<file path="config.mk">
export PLATFORM = sky130hd
export DESIGN_NAME = uart_tx_fifo
export DESIGN_NICKNAME = d
export VERILOG_FILES = /design/src/rtl/uart_tx_fifo.sv
export SDC_FILE = /design/constraint.sdc
export NUM_CORES = 1
export LEC_CHECK = 0
export CAP_MARGIN = 40
export CORE_UTILIZATION = 55
export CTS_CLUSTER_DIAMETER = 30
export DETAILED_ROUTE_END_ITERATION = 8
export DONT_BUFFER_PORTS = 1
export GPL_TIMING_DRIVEN = 0
export PLACE_DENSITY = 0.81
export SYNTH_ARGS = -nofsm -noshare
export SYNTH_HDL_FRONTEND = slang
export SYNTH_SLANG_ARGS = --single-unit
export TNS_END_PERCENT = 50
</file>
<file path="constraint.sdc">
create_clock -name clk_i -period 5.1 [get_ports clk_i]
set_input_delay 1.53 -clock clk_i [delete_from_list [all_inputs] [get_ports clk_i]]
set_output_delay 1.53 -clock clk_i [all_outputs]
set_load 0.02 [all_outputs]
</file>
<file path="src/rtl/uart_tx_fifo.sv">
// Transmit FIFO and one-frame-at-a-time launch controller feeding the UART transmitter.
// Define UART_TXFIFO_OVF_EN to add the sticky overflow flag (ovf_o) and its clear input (ovf_clr_i).
module uart_tx_fifo #(
   parameter int DATA_W = 8,
   parameter int DEPTH  = 16
) (
   input  logic                       clk_i,
   input  logic                       rst_i,
   input  logic                       wr_en_i,
   input  logic [DATA_W-1:0]          wr_data_i,
   input  logic                       tx_en_i,
   input  logic                       flush_i,
   input  logic                       tx_rdy_i,
`ifdef UART_TXFIFO_OVF_EN
   input  logic                       ovf_clr_i,
   output logic                       ovf_o,
`endif
   output logic                       tx_start_o,
   output logic [DATA_W-1:0]          tx_data_o,
   output logic                       full_o,
   output logic                       empty_o,
   output logic [$clog2(DEPTH):0]     count_o,
   output logic                       busy_o
);

   localparam int AW = $clog2(DEPTH);
   localparam logic [AW:0] FULL_CNT = (AW+1)'(DEPTH);

   typedef enum logic [1:0] {IDLE, LAUNCH, WAIT} state_t;

   state_t            state, state_nxt;
   logic [DATA_W-1:0] mem [DEPTH];
   logic [AW-1:0]     wr_ptr, rd_ptr;
   logic [AW:0]       count;
   logic              wr_ok, pop;

   assign full_o  = (count == FULL_CNT);
   assign empty_o = (count == '0);
   assign count_o = count;
   assign busy_o  = (state != IDLE);

   // Full is the registered flag, so a pop in the same cycle never frees room for a write.
   assign wr_ok = wr_en_i && !full_o && !flush_i;
   assign pop   = (state == IDLE) && tx_en_i && !empty_o && !flush_i;

   always_comb begin
      state_nxt = state;
      unique case (state)
         IDLE:    if (pop) state_nxt = LAUNCH;
         LAUNCH:  state_nxt = WAIT;
         WAIT:    if (tx_rdy_i) state_nxt = IDLE;
         default: state_nxt = IDLE;
      endcase
   end

   // NOTE: sequential state uses non-blocking assignments so every register samples pre-edge values.
   always_ff @(posedge clk_i) begin
      if (!rst_i) state <= IDLE;
      else        state <= state_nxt;
   end

   // NOTE: the storage array has no reset; entries are only read after being written, and
   // leaving them unreset lets synthesis map the array onto RAM.
   always_ff @(posedge clk_i) begin
      if (rst_i && wr_ok) mem[wr_ptr] <= wr_data_i;
   end

   always_ff @(posedge clk_i) begin
      if (!rst_i) begin
         wr_ptr     <= '0;
         rd_ptr     <= '0;
         count      <= '0;
         tx_start_o <= 1'b0;
         tx_data_o  <= '0;
      end else begin
         tx_start_o <= pop;
         if (pop) tx_data_o <= mem[rd_ptr];
         if (wr_ok) wr_ptr <= wr_ptr + 1'b1;
         if (flush_i) begin
            rd_ptr <= wr_ptr;
            count  <= '0;
         end else begin
            if (pop) rd_ptr <= rd_ptr + 1'b1;
            unique case ({wr_ok, pop})
               2'b10:   count <= count + 1'b1;
               2'b01:   count <= count - 1'b1;
               default: count <= count;
            endcase
         end
      end
   end

`ifdef UART_TXFIFO_OVF_EN
   // Any attempted write while full sets the flag; a set wins over a same-cycle clear.
   always_ff @(posedge clk_i) begin
      if (!rst_i)                   ovf_o <= 1'b0;
      else if (wr_en_i && full_o)   ovf_o <= 1'b1;
      else if (ovf_clr_i)           ovf_o <= 1'b0;
   end
`endif

endmodule

</file>
Word level (Yosys, flattened, before mapping)

Memory sizes are Yosys's and may differ from the RTL's. A register that Yosys moved wholly into a read port is not among the register bits.
Index checks and enable logic that the tools add are counted.

Add/sub/neg operators: 4
Eq/ne operators: 7
Mux-type cells: 8
Bitwise logic cells: 1
Reductions and logical operators: 17

Operators with widths:

| cell                                                               | count |
|---|---|
| 5-bit one-hot mux with 2 select lines                              | 1 |
| 4-bit by 1-bit adder with 4-bit output, second input constant      | 2 |
| 4-bit two-way mux                                                  | 2 |
| 1-bit logical AND                                                  | 6 |
| 2-bit one-hot mux with 3 select lines                              | 1 |
| 2-bit nonzero test                                                 | 3 |
| 5-bit by 1-bit adder with 5-bit output, second input constant      | 1 |
| 5-bit == test, second input constant                               | 1 |
| 5-bit logical NOT                                                  | 1 |
| 5-bit by 1-bit subtractor with 5-bit output, second input constant | 1 |
| 2-bit by 1-bit == test with 1-bit output, second input constant    | 2 |
| 2-bit == test, second input constant                               | 2 |
| 1-bit logical NOT                                                  | 4 |
| 2-bit two-way mux                                                  | 2 |
| 2-bit inequality test, second input constant                       | 2 |
| 2-bit logical NOT                                                  | 1 |
| 1-bit two-way mux                                                  | 2 |
| 2-bit AND reduction                                                | 1 |
| 2-bit OR reduction                                                 | 1 |
| 1-bit inverter                                                     | 1 |

Flip-flop bits (word level): 16
Bits in writable memories: 128
Word-level logic and storage cells: 43
Memories: 1

Memory list:

| memory | words | width | read ports | clocked after memory_dff | write ports | line | text |
|---|---|---|---|---|---|---|---|
| mem    | 16    | 8     | 1          | 1                        | 1           | 32   | `logic [DATA_W-1:0] mem [DEPTH];` |

Depth between registers and ports, before layout

Gate-level depths: netlist (run 1).

Depth in word-level cells: 7
Gate-level depth with buffers: 10
Mapped depth without buffers: 9

Worst setup path after synthesis (run 1)

Ideal clock, no wire load.

Path kind: input -> register
From: in flush_i
To: reg count[4] (netlist: count_o[4])
Library setup time: 0.072 ns
Arrival: 3.423 ns
Setup slack: 1.605 ns
Cell stages on the path: 9
Buffers on the path: 0
Path through: nand2b_1 a21oi_2 inv_2 ha_1 fa_1 a21o_1 a21oi_1 mux2i_1 mux2i_1

Longest elaborated chain between the ends: 4

Ends and longest elaborated chain:

| what                                                                        | line   | text |
|---|---|---|
| start, declared                                                             | 12     | `input logic flush_i,` |
| 1-bit logical NOT                                                           | 43, 44 |  |
| 1-bit logical AND, on equally long branches                                 | 44, 43 |  |
| 2-bit by 1-bit == test with 1-bit output or 2-bit == test (tied branches)   | 84     | `unique case ({wr_ok, pop})` |
| 5-bit one-hot mux with 2 select lines or 2-bit nonzero test (tied branches) | n/a    |  |
| end signal, assigned                                                        | 85     | `2'b10: count <= count + 1'b1;` |
| end signal, assigned                                                        | 86     | `2'b01: count <= count - 1'b1;` |
| end signal, assigned                                                        | 87     | `default: count <= count;` |
| end, declared                                                               | 34     | `logic [AW:0] count;` |

Several ways; a longest one is shown, not always the timed one.
A chain may end at the register's enable or synchronous reset.

Worst setup path after layout (run 1)

From: reg count[0] (netlist: count_o[0])
To: out empty_o

Longest elaborated chain between the ends: 1

Ends and longest elaborated chain:

| what              | line | text |
|---|---|---|
| 5-bit logical NOT | 38   | `assign empty_o = (count == '0);` |
| end, declared     | 21   | `output logic empty_o,` |

Every way passes these cells.

==> summary.md, run 1 <==
| Metric | Value |
|---|---|
| Dpl cell area | `6410 um2` |
| Met3 wire len | `864 um` |
| Simple-Gate Fraction of Synth Area | `5.13%` |
| XOR/XNOR share of the synthesized area | `1.14%` |
| Synth warn | `0` |
| Fraction of layout cells with a size suffix above 1 | `25.1%` |
| # DRC | `0` |
| Post-synth ARST share | `0%` |
| Hold Path Class | `register to register` |
| Main combinational cell family by area after synthesis | `multiplexers` |
| Reg2Reg Depth | `10` |
| Switching share of total power | `19.9%` |
| Highest routed layer | `met4` |
| Vias per inst | `6.09` |
| Worst r2r dst | `count_o[4]$_SDFFE_PP0P_` |
| Run status | `finished clean` |
| Power Density | `390 nW/um2` |
| Post-Syn Area | `6170 um2` |
| Antenna Nets Post-Route | `0` |
| GRT Overall Usage | `23.1%` |
| Internal power | `0.00219 W` |
| Synth Flop Type | `edfxtp_1` |
| Syn_nets | `367` |
| TritonCTS buffer count | `17` |
| Clock sink count | `152` |
| Setup TNS | `0 ns` |
| Worst-Skew Late Latency | `0.53 ns` |
| Initial antenna violation count | `0` |
| Met2 WL | `6120 um` |
| Core ar. | `10900 um2` |
| Clock Power Share | `46.5%` |
| Total number of vias | `3181` |
| Tcrit/Tclk final | `67.7%` |
| CP arrival | `1.92 ns` |
| Reg power frac | `49.7%` |
| Final hold violations | `0` |
| Row cnt | `38` |
| EDFF count, synth | `128` |
| CP Capture Type | `primary output` |
| LEAKAGE | `2.29 nW` |
| Worst reg2reg path startpoint | `count_o[0]$_SDFFE_PP0P_` |
| Max H-tree Level | `4` |
| Root buffer cell | `clkbuf_8` |
| Critical Path Source | `count_o[0]$_SDFFE_PP0P_` |
| Worst slew margin | `39.4%` |
| Sequential fraction of the synthesis area | `70.1%` |
| Post-synthesis register bit count | `152` |
| Fin area | `7030 um2` |
| Port-buffer cells | `0` |
| Nets | `394` |
| Placed cells | `489` |
| CTS Buffer Depth | `2` |
| Routed WL | `12100 um` |
| Critical Path RT | `3.57 ns` |
| Post-CTS Repair Setup Buffers | `0` |
| Vias in the first global route | `3319` |
| Gate power share | `3.8%` |
| End point of the critical path | `empty_o` |
| Antenna diodes | `0` |
| Psw | `0.000546 W` |
| Critical path startpoint category | `register` |
| Max Clk Rate | `290 MHz` |
| DRT Pass-1 Iters | `4` |
| Hold buffers post-CTS | `0` |
| Post-synthesis mux area share | `15.1%` |
| Worst Path Max Fanout | `6` |
| First DRT Iteration DRCs | `243` |
| Least-Margin Pin Slew | `0.905 ns` |
| Syn Inst Count | `343` |
| Met1 WL | `4960 um` |
| Global route overflow | `0` |
| Synth Area in Adders | `2.15%` |
| Placer Congestion | `0.818` |
| Hold WS | `0.556 ns` |
| Critical path class | `register to primary output` |
| Chip Height | `108 um` |
| Die Area | `11600 um2` |
| Mean Syn Cell Area | `18.0 um2` |
| Cell variety after synth | `41` |
| Compound-gate portion of the synthesized area | `4.30%` |
| Crit path time final | `3.45 ns` |
| RSZ-0062 raised after global routing | `no` |
| Final setup fails | `0` |
| Register clock-pin slew on the reported worst setup and hold paths | `0.06 ns` |
| CTS tree | `built` |
| IO Pins | `31` |
| Worst Clk Skew | `0.0145 ns` |
| Total Power | `0.00274 W` |
| Final Max Slew Viols | `0` |
| Post-CTS Resized | `0` |
| Area Growth Syn to Fin | `13.9%` |
| Global-route wire length before repair | `18400 um` |
| Pin count of the biggest net entering global routing | `17` |
| Initial Utilization | `56.6%` |
| WL per Instance | `23.1 um` |
| Die width | `108 um` |
| Max VDD drop | `0.000328 V` |
| MaxCap Viol Count | `0` |
| Final Non-Filler Cells | `522` |
| Final HPWL DP | `7940 um` |
| Worst reg2reg setup slack | `2.00 ns` |
-- critical path, cell delays in order (launching register included) --
cell,delay [ns]
dfxtp_1,0.43
or4_4,0.64
nor2_1,0.33
-- placed cells by master (no fill, tap or decap), types with 2 or more instances in the layout --
cell type | synthesis | routed
nand2_1 | 8 | 8
nor2_1 | 25 | 25
inv_6 | 0 | 2
clkbuf_16 | 0 | 16
buf_4 | 0 | 8
clkinvlp_4 | 0 | 3
mux4_2 | 32 | 32
mux2i_1 | 21 | 21
a21oi_1 | 9 | 9
ha_1 | 9 | 9
clkinv_1 | 1 | 2
nand3b_1 | 2 | 2
o211ai_1 | 2 | 2
or3_1 | 2 | 2
dfxtp_1 | 24 | 24
inv_1 | 6 | 6
buf_2 | 5 | 5
or2_2 | 2 | 2
nand3_1 | 11 | 11
xor2_1 | 4 | 4
clkbuf_1 | 10 | 13
xnor2_1 | 4 | 4
o221ai_2 | 8 | 8
o21ai_0 | 5 | 5
edfxtp_1 | 128 | 128
a21o_1 | 2 | 2
bufinv_16 | 0 | 4
nor4_2 | 0 | 4
-- final cells by class --
cell class	instances	area, um2
timing repair buffer	8	60.1
buffer	19	97.6
inverter	8	30.0
sequential	152	4320
tap	140	175
fill	727	3860
clock inverter	11	173
multi-input combinational	164	1740
clock buffer	20	425
-- routing by layer --
metal,vias to the layer above,global-route usage [%]
met1,1647,29.2
met5,-,0
met3,10,7.51
met2,110,37.9
li1,1414,-
met4,0,7.34
-- worst min path at each step --
stage / start / to / slack (ns) / cells after the start
after floorplan: wr_ptr[1]$_SDFFE_PN0P_ / wr_ptr[1]$_SDFFE_PN0P_ / 0.49 / 2
after global placement: wr_ptr[1]$_SDFFE_PN0P_ / wr_ptr[1]$_SDFFE_PN0P_ / 0.54 / 2
after detailed placement: wr_ptr[1]$_SDFFE_PN0P_ / wr_ptr[1]$_SDFFE_PN0P_ / 0.54 / 2
after CTS: wr_ptr[1]$_SDFFE_PN0P_ / wr_ptr[1]$_SDFFE_PN0P_ / 0.55 / 2
after global routing: state[0]$_SDFFE_PN0P_ / state[1]$_SDFFE_PN0P_ / 0.59 / 2
final: wr_ptr[1]$_SDFFE_PN0P_ / wr_ptr[1]$_SDFFE_PN0P_ / 0.56 / 2
-- power by group through the flow --
stage                     Combinational (W)  Clock, W  Sequential (W)
after floorplan                   0.0000813         0         0.00138
after global placement             0.000102         0         0.00139
after detailed placement           0.000106         0         0.00139
after CTS                          0.000106   0.00130         0.00136
after global routing               0.000114   0.00134         0.00136
final                              0.000105   0.00127         0.00136
-- cells in the mapped netlist (6+ instances only) --
cell type,number,share of area (%)
o221ai_2,8,1.9
nand2_1,8,0.49
a21oi_1,9,0.73
inv_1,6,0.37
edfxtp_1,128,62
mux2i_1,21,3.4
nand3_1,11,0.89
nor2_1,25,1.5
mux4_2,32,12
ha_1,9,1.8
clkbuf_1,10,0.61
dfxtp_1,24,7.8
-- flip-flops by register name, summed over array words and instances (netlist names) --
signal      count
mem           128
tx_data_o       8
count_o         5
rd_ptr          4
wr_ptr          4
state           2
tx_start_o      1
-- stage by stage --
step | setup slack, ns | util [%]
final | 1.65 | 64.5
after global routing | 1.54 | 64.5
after global placement | 1.01 | 58.3
after CTS | 1.60 | 64.4
after floorplan | 1.60 | -
after detailed placement | 1.30 | 58.9
-- kinds of logic (layout without fill, tap and decap cells) --
logic type | count (synthesis) | after routing
AND/OR/NAND/NOR | 62 | 62
buffers and inverters | 27 | 66
AO/OA/AOI/OAI | 31 | 31
adder cells (fa/ha/maj) | 10 | 10
flip-flops | 152 | 152
multiplexers | 53 | 53
XOR/XNOR | 8 | 8
Power figures use the tool's default switching activity.
==> run 2, diff against run 1 <==
PLACE_DENSITY = 0.84   (was 0.81)
clock period = 3.1 ns   (was 5.1 ns; I/O delays follow)
==> run 2 against run 1 <==
Effect of this change: non-clock buffer count decreased by 2; combinational power increased by 70%; wire length increased by 0.95%; total power increased by 59%; clock power increased by 54%; register-to-register slack got worse by 1.8 ns; worst setup slack got worse by 1.5 ns; via count increased by 0.85%; sequential share of layout area increased by 0.40 points; sequential power increased by 65%; critical path type is now register to register.
==> summary.md, run 2 (same netlist as run 1, synthesis figures left out) <==
| Metric | Value |
|---|---|
| Run status | `finished clean` |
| Global route overflow | `0 (unchanged)` |
| LEAKAGE | `2.27 nW (-0.56%)` |
| Global-route wire length before repair | `18700 um (+1.5%)` |
| Worst Path Max Fanout | `10 (+4)` |
| Final setup fails | `0 (unchanged)` |
| Vias in the first global route | `3217 (-3.1%)` |
| Placer Congestion | `0.804 (-1.8%)` |
| Critical path class | `register to register` |
| Fraction of layout cells with a size suffix above 1 | `25.7% (+0.59 points)` |
| Area Growth Syn to Fin | `13.2%` |
| Antenna Nets Post-Route | `0 (unchanged)` |
| CP arrival | `3.39 ns (+1.47 ns)` |
| DRT Pass-1 Iters | `5 (+1)` |
| Commonest non-fill, non-tap cell in the layout | `edfxtp_1` |
| Area of the multi-input gates | `1740 um2 (+0.14%)` |
| PnR worst setup slack | `0.173 ns (-1.48 ns)` |
| Critical path startpoint category | `register` |
| Final HPWL DP | `8000 um (+0.71%)` |
| Max H-tree Level | `4 (unchanged)` |
| Post-CTS Repair Setup Buffers | `0 (unchanged)` |
| Fill cells | `714 (-1.8%)` |
| Die width | `108 um (unchanged)` |
| Worst slack at placement | `-0.0176 ns (-1.31 ns)` |
| Max Clk Rate | `342 MHz` |
| Core ar. | `10900 um2 (unchanged)` |
| Antenna diodes | `0 (unchanged)` |
| Power Density | `625 nW/um2 (+60%)` |
| Initial antenna violation count | `0 (unchanged)` |
| CTS Buffer Depth | `2 (unchanged)` |
| Final hold violations | `0 (unchanged)` |
| Most frequent cells in the layout | `128 x edfxtp_1, 32 x mux4_2, 25 x nor2_1, 22 x dfxtp_1, 21 x mux2i_1` |
| RSZ-0062 raised after global routing | `no` |
| Hold buffers post-CTS | `0 (unchanged)` |
| Initial Utilization | `56.6% (unchanged)` |
| GRT Overall Usage | `23.5% (+0.43 points)` |
| Port-buffer cells | `0 (unchanged)` |
| Worst-Skew Late Latency | `0.53 ns (about the same)` |
| CP Capture Type | `register` |
| Max FFs per register | `128 (unchanged)` |
| MaxCap Viol Count | `0 (unchanged)` |
| Setup TNS | `0 ns (unchanged)` |
| Total number of vias | `3208 (+0.85%)` |
| Chip Height | `108 um (unchanged)` |
| TritonCTS buffer count | `17 (unchanged)` |
| IO Pins | `31 (unchanged)` |
| Final Non-Filler Cells | `521 (-0.19%)` |
| Root buffer cell | `clkbuf_8` |
| Die Area | `11600 um2 (unchanged)` |
| Worst slew margin | `40.6% (+1.1 points)` |
| # DRC | `0 (unchanged)` |
| Hold WS | `0.493 ns (-0.0633 ns)` |
| Top register by number of flip-flops | `mem` |
| Vias per inst | `6.16 (+1.0%)` |
| Placed cells | `489 (unchanged)` |
| CTS tree | `built` |
| Nets | `392 (-0.51%)` |
| Critical Path RT | `3.56 ns (about the same)` |
| WL per Instance | `23.4 um (+1.1%)` |
| Crit path time final | `2.93 ns` |
| Register clock-pin slew on the reported worst setup and hold paths | `0.06 ns (about the same)` |
| Least-Margin Pin Slew | `0.888 ns (-0.0171 ns)` |
| Clock sink count | `152 (unchanged)` |
| Routed WL | `12200 um (+0.95%)` |
| Sequential cell area | `4330 um2 (about the same)` |
| Hold Path Class | `input pin to register` |
| Worst Clk Skew | `0.00591 ns (-0.00856 ns)` |
| First DRT Iteration DRCs | `297 (+22%)` |
| Tcrit/Tclk final | `94.4%` |
| Row cnt | `38 (unchanged)` |
| Final Max Slew Viols | `0 (unchanged)` |
| Max VDD drop | `0.000372 V (+14%)` |
| Pin count of the biggest net entering global routing | `17 (unchanged)` |
## run 2: through the flow
step	util, %	instance area (um2)	total power (W)
CTS	64.1	6980	0.00439
finish	64.1	6980	0.00437
global route	64.1	6980	0.00448
detailed placement	58.9	6410	0.00246
floorplan	-	6170	0.00241
global placement	58.3	6340	0.00245
## run 2: area by class of cell
type	count	area share, %
flip-flops and latches	152	61.9
repair buffers	6	0.645
well taps	140	2.51
plain buffers	19	1.40
inverters	8	0.430
clock inverters	9	1.43
multi-input cells	164	25.0
clock buffers	23	6.68
## run 2: timing repair
action	4_1_cts	5_1_grt
resized for setup	0	3
endpoints found under the setup margin	0	1
endpoints found under the hold margin	0	0
## run 2: report_power, final
| part | total [W] | switching (W) | internal, W | leakage (nW) |
|---|---|---|---|---|
| clock network | 0.00195 | 0.000749 | 0.00120 | 0.279 |
| logic | 0.000178 | 0.000102 | 0.0000757 | 0.646 |
| registers | 0.00224 | 0.0000121 | 0.00223 | 1.35 |
## run 2: routing by layer
| layer | wire (um) | global-route usage [%] | vias up |
|---|---|---|---|
| met1 | 4930 | 30.1 | 1629 |
| met4 | 265 | 11.2 | 0 |
| met3 | 952 | 7.38 | 24 |
| met5 | 0 | 0 | - |
| li1 | - | - | 1419 |
| met2 | 6020 | 36.7 | 136 |
## run 2: final timing paths
check	endpoint	slack [ns]	startpoint	cells past startpoint
max	count_o[4]$_SDFFE_PP0P_	0.17	count_o[0]$_SDFFE_PP0P_	10
min	mem[3][1]$_DFFE_PP_	0.49	wr_data_i[1]	0
max reg2reg	count_o[4]$_SDFFE_PP0P_	0.17	count_o[0]$_SDFFE_PP0P_	10
min reg2reg	wr_ptr[1]$_SDFFE_PN0P_	0.56	wr_ptr[1]$_SDFFE_PN0P_	2
## run 2: worst max-delay path: stages, from the launching register on
cell and delay (ns):
dfxtp_2 0.39, or4_4 0.60, o211ai_2 0.19, buf_6 0.18, inv_1 0.06, ha_1 0.27
fa_2 0.39, a21o_1 0.18, a21oi_1 0.18, mux2i_1 0.23, mux2i_1 0.18
